**config.mk**
```make
export PLATFORM = sky130hd
export DESIGN_NAME = load_issue_arbiter_flat
export DESIGN_NICKNAME = d
export VERILOG_FILES = /design/src/rtl/load_issue_arbiter_pkg.sv /design/src/rtl/load_issue_arbiter_if.sv /design/src/rtl/load_issue_arbiter_rr.sv /design/src/rtl/load_issue_arbiter.sv /design/src/flat_wrapper.sv
export SDC_FILE = /design/constraint.sdc
export NUM_CORES = 1
export LEC_CHECK = 0
export CAP_MARGIN = 25
export CORE_AREA = 2 2 103 105
export CTS_CLUSTER_SIZE = 16
export DETAILED_ROUTE_END_ITERATION = 16
export DIE_AREA = 0 0 105 107
export PLACE_DENSITY = 0.95
export SYNTH_ARGS = -nofsm -noshare
export SYNTH_HDL_FRONTEND = slang
export SYNTH_SLANG_ARGS = --single-unit
```
**constraint.sdc**
```tcl
create_clock -name clock -period 8 [get_ports clock]
set_input_delay 1.6 -clock clock [delete_from_list [all_inputs] [get_ports clock]]
set_output_delay 1.6 -clock clock [all_outputs]
set_load 0.01 [all_outputs]
```
**src/rtl/load_issue_arbiter_pkg.sv**
```systemverilog
// Shared types for the load issue path.
//   br_mask_t          : one bit per in-flight branch.
//   load_addr_packet_t : packet handed to load_addr_stage.
//   NOP_LOAD_ADDR_PACKET : all-zero packet, valid = 0.
package load_issue_arbiter_pkg;

  localparam int BR_MASK_W = 8;
  localparam int PREG_W    = 6;
  localparam int ADDR_W    = 32;

  typedef logic [BR_MASK_W-1:0] br_mask_t;

  typedef struct packed {
    logic              valid;
    br_mask_t          bm;            // branches this load depends on
    logic [PREG_W-1:0] dest_reg_idx;
    logic [ADDR_W-1:0] base_addr;
  } load_addr_packet_t;

  localparam load_addr_packet_t NOP_LOAD_ADDR_PACKET = '0;

endpackage

```
**src/rtl/load_issue_arbiter_if.sv**
```systemverilog
// Bundle between the load requesters, the issue arbiter and load_addr_stage.
// Handshake: a requester holds req_valid/req_packet until it sees req_grant
// in the same cycle; req_grant is the accept and the packet is registered into
// out_packet on that clock edge. out_packet is held while
// load_addr_backpressure is high and out_packet.valid is set.
//   slave  : arbiter side (drives req_grant, out_packet).
//   master : requester / downstream / branch-unit side.
interface load_issue_arbiter_if
  import load_issue_arbiter_pkg::*;
#(
  parameter int NUM_REQ = 4
);
  logic [NUM_REQ-1:0] req_valid;
  load_addr_packet_t  req_packet [NUM_REQ];
  logic [NUM_REQ-1:0] req_grant;
  load_addr_packet_t  out_packet;
  logic               load_addr_backpressure;
  logic               squash_valid;
  br_mask_t           squash_mask;
  logic               resolve_valid;
  br_mask_t           resolve_mask;

  modport slave (
    input  req_valid, req_packet, load_addr_backpressure,
    input  squash_valid, squash_mask, resolve_valid, resolve_mask,
    output req_grant, out_packet
  );

  modport master (
    output req_valid, req_packet, load_addr_backpressure,
    output squash_valid, squash_mask, resolve_valid, resolve_mask,
    input  req_grant, out_packet
  );
endinterface

```
**src/rtl/load_issue_arbiter_rr.sv**
```systemverilog
// Combinational round-robin picker.
//   req       : request vector
//   ptr       : highest-priority index this cycle
//   grant     : one-hot grant (zero when no request)
//   grant_idx : index of the granted bit
//   any_grant : some request was granted
module load_issue_arbiter_rr #(
  parameter int N  = 4,
  parameter int PW = $clog2(N)
) (
  input  logic [N-1:0]  req,
  input  logic [PW-1:0] ptr,
  output logic [N-1:0]  grant,
  output logic [PW-1:0] grant_idx,
  output logic          any_grant
);

  int idx;

  // Scan ptr, ptr+1, ... wrapping; first hit wins.
  always_comb begin
    grant     = '0;
    grant_idx = '0;
    any_grant = 1'b0;
    idx       = 0;
    for (int off = 0; off < N; off++) begin
      idx = int'(ptr) + off;
      if (idx >= N) idx = idx - N;
      if (!any_grant && req[idx]) begin
        any_grant  = 1'b1;
        grant[idx] = 1'b1;
        grant_idx  = PW'(idx);
      end
    end
  end

endmodule

```
**src/rtl/load_issue_arbiter.sv**
```systemverilog
// Round-robin issue arbiter and issue register in front of load_addr_stage.
//   clock, reset : rising-edge clock, asynchronous active-low reset
//   bus          : requester / downstream / branch signals (slave side)
//   rr_ptr_dbg   : current round-robin priority pointer
module load_issue_arbiter
  import load_issue_arbiter_pkg::*;
#(
  parameter int NUM_REQ = 4,
  parameter int PW      = $clog2(NUM_REQ)
) (
  input  logic                  clock,
  input  logic                  reset,
  load_issue_arbiter_if.slave   bus,
  output logic [PW-1:0]         rr_ptr_dbg
);

  load_addr_packet_t  out_q, next_pkt;
  logic [PW-1:0]      rr_ptr;
  logic [NUM_REQ-1:0] eligible, arb_req, grant;
  logic [PW-1:0]      grant_idx;
  logic               any_grant;
  logic               held_kill, slot_free;

  // A request whose own packet depends on the mispredicted branch is never
  // eligible; a req_valid without packet.valid is ignored as well.
  always_comb begin
    eligible = '0;
    for (int i = 0; i < NUM_REQ; i++) begin
      eligible[i] = bus.req_valid[i] & bus.req_packet[i].valid &
                    ~(bus.squash_valid & |(bus.req_packet[i].bm & bus.squash_mask));
    end
  end

  // Squash is checked against the pre-resolve bm of the held packet.
  assign held_kill = out_q.valid & bus.squash_valid & |(out_q.bm & bus.squash_mask);
  assign slot_free = ~out_q.valid | ~bus.load_addr_backpressure | held_kill;

  // Gating with reset keeps req_grant low while reset is asserted.
  assign arb_req = (slot_free & reset) ? eligible : '0;

  load_issue_arbiter_rr #(.N(NUM_REQ), .PW(PW)) u_rr (
    .req       (arb_req),
    .ptr       (rr_ptr),
    .grant     (grant),
    .grant_idx (grant_idx),
    .any_grant (any_grant)
  );

  always_comb begin
    next_pkt = NOP_LOAD_ADDR_PACKET;
    if (any_grant) begin
      next_pkt = bus.req_packet[grant_idx];
      if (bus.resolve_valid) next_pkt.bm = next_pkt.bm & ~bus.resolve_mask;
    end else if (!slot_free) begin
      next_pkt = out_q;
      if (bus.resolve_valid) next_pkt.bm = next_pkt.bm & ~bus.resolve_mask;
    end
  end

  always_ff @(posedge clock or negedge reset) begin
    if (!reset) begin
      out_q  <= NOP_LOAD_ADDR_PACKET;
      rr_ptr <= '0;
    end else begin
      out_q <= next_pkt;
      if (any_grant) begin
        rr_ptr <= (grant_idx == PW'(NUM_REQ - 1)) ? '0 : grant_idx + PW'(1);
      end
    end
  end

  assign bus.req_grant  = grant;
  assign bus.out_packet = out_q;
  assign rr_ptr_dbg     = rr_ptr;

endmodule

```
**src/flat_wrapper.sv**
```systemverilog
// flat-port wrapper written by rule: the top's interface ports become plain ports
module load_issue_arbiter_flat import load_issue_arbiter_pkg::*;
#(
  parameter int NUM_REQ = 4,
  parameter int PW      = $clog2(NUM_REQ)
)
  (clock, reset, rr_ptr_dbg, bus_req_valid, bus_req_packet, bus_load_addr_backpressure, bus_squash_valid, bus_squash_mask, bus_resolve_valid, bus_resolve_mask, bus_req_grant, bus_out_packet);
  load_issue_arbiter_if #(.NUM_REQ(NUM_REQ)) bus_i ();
  input  logic clock;
  input  logic reset;
  output logic [PW-1:0] rr_ptr_dbg;
  input wire logic [$bits(bus_i.req_valid)-1:0] bus_req_valid;
  input wire logic [$bits(bus_i.req_packet)-1:0] bus_req_packet;
  input wire logic [$bits(bus_i.load_addr_backpressure)-1:0] bus_load_addr_backpressure;
  input wire logic [$bits(bus_i.squash_valid)-1:0] bus_squash_valid;
  input wire logic [$bits(bus_i.squash_mask)-1:0] bus_squash_mask;
  input wire logic [$bits(bus_i.resolve_valid)-1:0] bus_resolve_valid;
  input wire logic [$bits(bus_i.resolve_mask)-1:0] bus_resolve_mask;
  output wire logic [$bits(bus_i.req_grant)-1:0] bus_req_grant;
  output wire logic [$bits(bus_i.out_packet)-1:0] bus_out_packet;
  assign bus_i.req_valid = bus_req_valid;
  assign bus_i.req_packet = {>>{bus_req_packet}};
  assign bus_i.load_addr_backpressure = bus_load_addr_backpressure;
  assign bus_i.squash_valid = bus_squash_valid;
  assign bus_i.squash_mask = bus_squash_mask;
  assign bus_i.resolve_valid = bus_resolve_valid;
  assign bus_i.resolve_mask = bus_resolve_mask;
  assign bus_req_grant = bus_i.req_grant;
  assign bus_out_packet = bus_i.out_packet;
  load_issue_arbiter #(.NUM_REQ(NUM_REQ), .PW(PW)) u_core (.clock(clock), .reset(reset), .bus(bus_i), .rr_ptr_dbg(rr_ptr_dbg));
endmodule
```
==> summary by stage <==
Outcome
The flow ran to the end, and the final reports show no timing, DRC or antenna violations.

Placed design
At the end of routability-driven placement, the weighted congestion stood at 0.961. The worst slack at placement is ~1.2 ns. The placed standard-cell area is 6640 sq um.

The wire-length estimate of the detail-placed layout is 12,400 um. The count of buffers from port buffering is 265.

Logic synthesis
The synthesized netlist devotes between 20% and 30% of its cell area to compound gates. The dominant combinational cell family by area after synthesis is compound AO/OA/AOI/OAI gates. The multiplexer share of the synthesized area is 21.3%. The number of distinct library cells after synthesis is 44. After synthesis, flip-flops and latches occupy approximately 31% of the total area. By area the synthesized netlist is led by dfrtp_1 31%, mux2i_1 19%, o221ai_1 8.3%, a211oi_1 6.4%, nand2_1 5.6%. The most common flop cell mapped by yosys is dfrtp_1. The fraction of the mapped netlist area in adder cells is 2.51%. Of the total synthesized cell area, the portion taken by AND, OR, NAND and NOR gates is about a tenth. In the synthesized netlist the async set-or-reset flop fraction comes to 100%.

Summing the areas of all xor and xnor instances in the mapped netlist gives 0% of the synthesized area. The flop and latch count out of synthesis is a little under 50. The count of flip-flops with a built-in enable after synthesis is 0. The most used standard cell by instance count after synthesis is mux2i_1. Synthesis produced a netlist with a net count of 641.

The post-synthesis area per instance is 9.50 sq um. The gate count after technology mapping is 420. The synthesized design spends more area on one cell type than any other, namely dfrtp_1. After synthesis, the largest area contributor takes up 30.7% of total cell area. In this run the cell area of the synthesized design comes to approximately 4000 sq um. The number of warnings issued by yosys is 0. The commonest cells after synthesis are 76 x mux2i_1, 60 x nand2_1, 49 x dfrtp_1.

Global routing
The number of antenna violations at the first check in global routing is 1. The pin count of the biggest net entering global routing is 51. The via count of the first global-routing pass was 4,841.

The total global routing track utilization is 27.3%. The overflow left after global routing is 0. The first global-routing pass estimated 24,600 um of wire.

Critical path
The worst setup path is captured at an output pin. The arrival time of the worst setup path is 5.35 ns. Of all nets on the critical path, the largest fanout is 21.

The startpoint identified for the worst register-to-register timing path is u_core.rr_ptr_dbg[0]$_DFFE_PN0P_. On the worst path, the slowest cell contributes a delay of 0.88 ns. The category of the critical setup timing path is in -> out.

The worst register-to-register path ends at u_core.bus.out_packet[40]$_DFFE_PN0P_. Walking the worst path, the cells encountered are clkdlybuf4s50_1 > a22oi_1 > a41oi_1 > nor2_4 > nor2b_1 > nand4_1 > o21ai_1 > a221o_1 > clkdlybuf4s50_1. For the worst flop-to-flop path, the logic depth is 8.

The type of element launching the critical path is a primary input. Data on the critical path is required at its endpoint by 6.40 ns. The cell repeated most along the worst path is clkdlybuf4s50_1. Among all stages on the critical path, the largest delay is contributed by nand4_1. The minimum setup slack among reg-to-reg paths is 3.51 ns.

Timing
The post-route worst hold slack is about 0.50 ns. The slew of the pin with the lowest slew margin is 0.945 ns. The final setup violation count is 0. The minimum period implied by the final worst setup slack is 6.95 ns. Setup total negative slack on the finished layout was measured at 0 ns. Headroom to the max-slew limit came out at 36.8%.

The worst clock skew is approximately 0.0075 ns. The highest clock rate is 0.144 GHz. The max-slew violation count is 0. The final worst-path setup slack is around 1.0 ns. Setup repair after global routing left no endpoint under its margin.

Of the available clock period, the critical path in the final layout requires 86.9%. The final number of hold-violating endpoints is 0.

Flow run
The max-cap check violation count is 0.

Floorplan
The placement row count is 37. The die is 107 um tall. During I/O placement, the number of pins put on the boundary was between 200 and 300. The area of the placeable core is 10,100 sq um.

The starting density of the core is 39.5%. The x dimension of the die is 105 um. The floorplan step defined a die boundary enclosing 11,200 sq um.

Routing
Wires add up to approximately 16,000 um. The violation count after the first detailed-routing iteration is slightly below 300. The final antenna-violating net count is 0. The first detailed-routing pass took 5 iterations.

The final route contains 4,623 vias. The final routed wire length divided by cell count is 19.7 um. The remaining routing DRC violations is 0. The via count normalized by instance count is 5.78.

Clocking
The cell sitting at the root of the clock tree is a clkbuf_8. The H-tree generated during clock tree synthesis spans 2 levels. The number of CTS-inserted buffers is 5. Once the clock tree was built, the setup fixing pass inserted 0 buffers. In this run, post-CTS repair resized a total of 0 instances.

The count of hold buffers inserted by post-cts repair is 0. Clock latency on the worst-skew pair, taken at its later pin, is about 0.30 ns. Clock-pin slew was measured on the worst setup and hold paths at roughly 0.090 ns. Counting along the longest clock path gives a buffer depth of 2.

The TritonCTS clock tree is done. The total clock sinks is 49.

Power
For this design the static power due to leakage is 2.95 nW. The design draws 1.41 mW. The ratio of total power to cell area is 210 nW/um^2. The maximum vdd ir drop is 226 uV.

Worst hold path
The source of the worst hold timing path is u_core.bus.out_packet[17]$_DFFE_PN0P_. The kind of path behind the tightest hold check is reg -> reg. The path with the worst hold slack has its endpoint at u_core.bus.out_packet[17]$_DFFE_PN0P_. Along the worst hold path, the cell count comes to 2.

Layout
The final net count is slightly below 900. The layout-stage area growth over the synthesis result is 68.2%. The design area is 6710 sq um. The fraction of layout cells with a size suffix above 1 is 3.32%.
==> worst max-delay path by stage <==
stage,startpoint,depth (start not counted),slack (ns),endpoint
global route,bus_squash_mask[0],9,0.86,bus_req_grant[0]
finish,bus_squash_mask[0],9,1.05,bus_req_grant[0]
floorplan,bus_req_packet[38],8,2.72,bus_req_grant[0]
global placement,bus_squash_mask[3],9,1.41,bus_req_grant[1]
CTS,bus_squash_mask[0],9,1.17,bus_req_grant[2]
detailed placement,bus_squash_mask[0],9,1.19,bus_req_grant[2]
==> kinds of logic after synthesis <==
family | Yosys count
mux | 81
buf+inv | 60
simple gates | 92
fa+ha+maj | 8
flops | 49
compound gates | 130
==> where the power goes <==
group	switching (mW)	internal [mW]
combinational	0.454	0.459
clock	0.0826	0.0579
sequential	0.0509	0.302
total	0.588	0.819
==> layout make-up <==
type | instances | area, sq um
Multi-Input combinational cell | 311 | 2450
Antenna cell | 1 | 2.50
Clock inverter | 1 | 5.00
Clock buffer | 5 | 68.8
Fill cell | 829 | 3380
Inverter | 27 | 101
Timing Repair Buffer | 270 | 2690
Sequential cell | 49 | 1230
Tap cell | 136 | 170
==> cell usage in the layout (no fill, tap or decap), types with 5 or more instances in the layout <==
| master | instances |
|---|---|
| clkdlybuf4s50_1 | 264 |
| mux2i_1 | 76 |
| nand2_1 | 60 |
| dfrtp_1 | 49 |
| o221ai_1 | 38 |
| a211oi_1 | 34 |
| inv_1 | 27 |
| a22oi_1 | 12 |
| nand3_1 | 10 |
| a22o_1 | 8 |
| nand2b_1 | 8 |
| o31ai_1 | 8 |
| ha_1 | 8 |
| nor2_1 | 5 |
| o21ai_1 | 5 |
| clkbuf_8 | 5 |
| buf_4 | 5 |
==> metrics by stage <==
stage / std cells / util, %
6_report: 800 / 66.5
5_1_grt: 800 / 66.5
4_1_cts: 799 / 66.5
3_5_place_dp: 793 / 65.7
3_3_place_gp: 793 / 65.7
2_1_floorplan: 420 / -
==> registers in the layout, indices dropped and copies added (netlist names) <==
| signal | count |
|---|---|
| u_core.rr_ptr_dbg | 2 |
| u_core.bus.out_packet | 47 |
==> critical path: cells and delay by family <==
kind | cells | cell delay, ns
buffers and inverters | 2 | 1.13
AO/OA/AOI/OAI | 4 | 1.23
AND/OR/NAND/NOR | 3 | 1.38
==> routing by layer <==
layer,GRT usage [%],up-vias,wire (um)
met3,5.90,38,1450
met2,49.5,295,7960
met1,31.6,2179,5900
li1,-,2111,-
met4,10.2,0,477
met5,0,-,0
(Power assumes the default switching activity.)
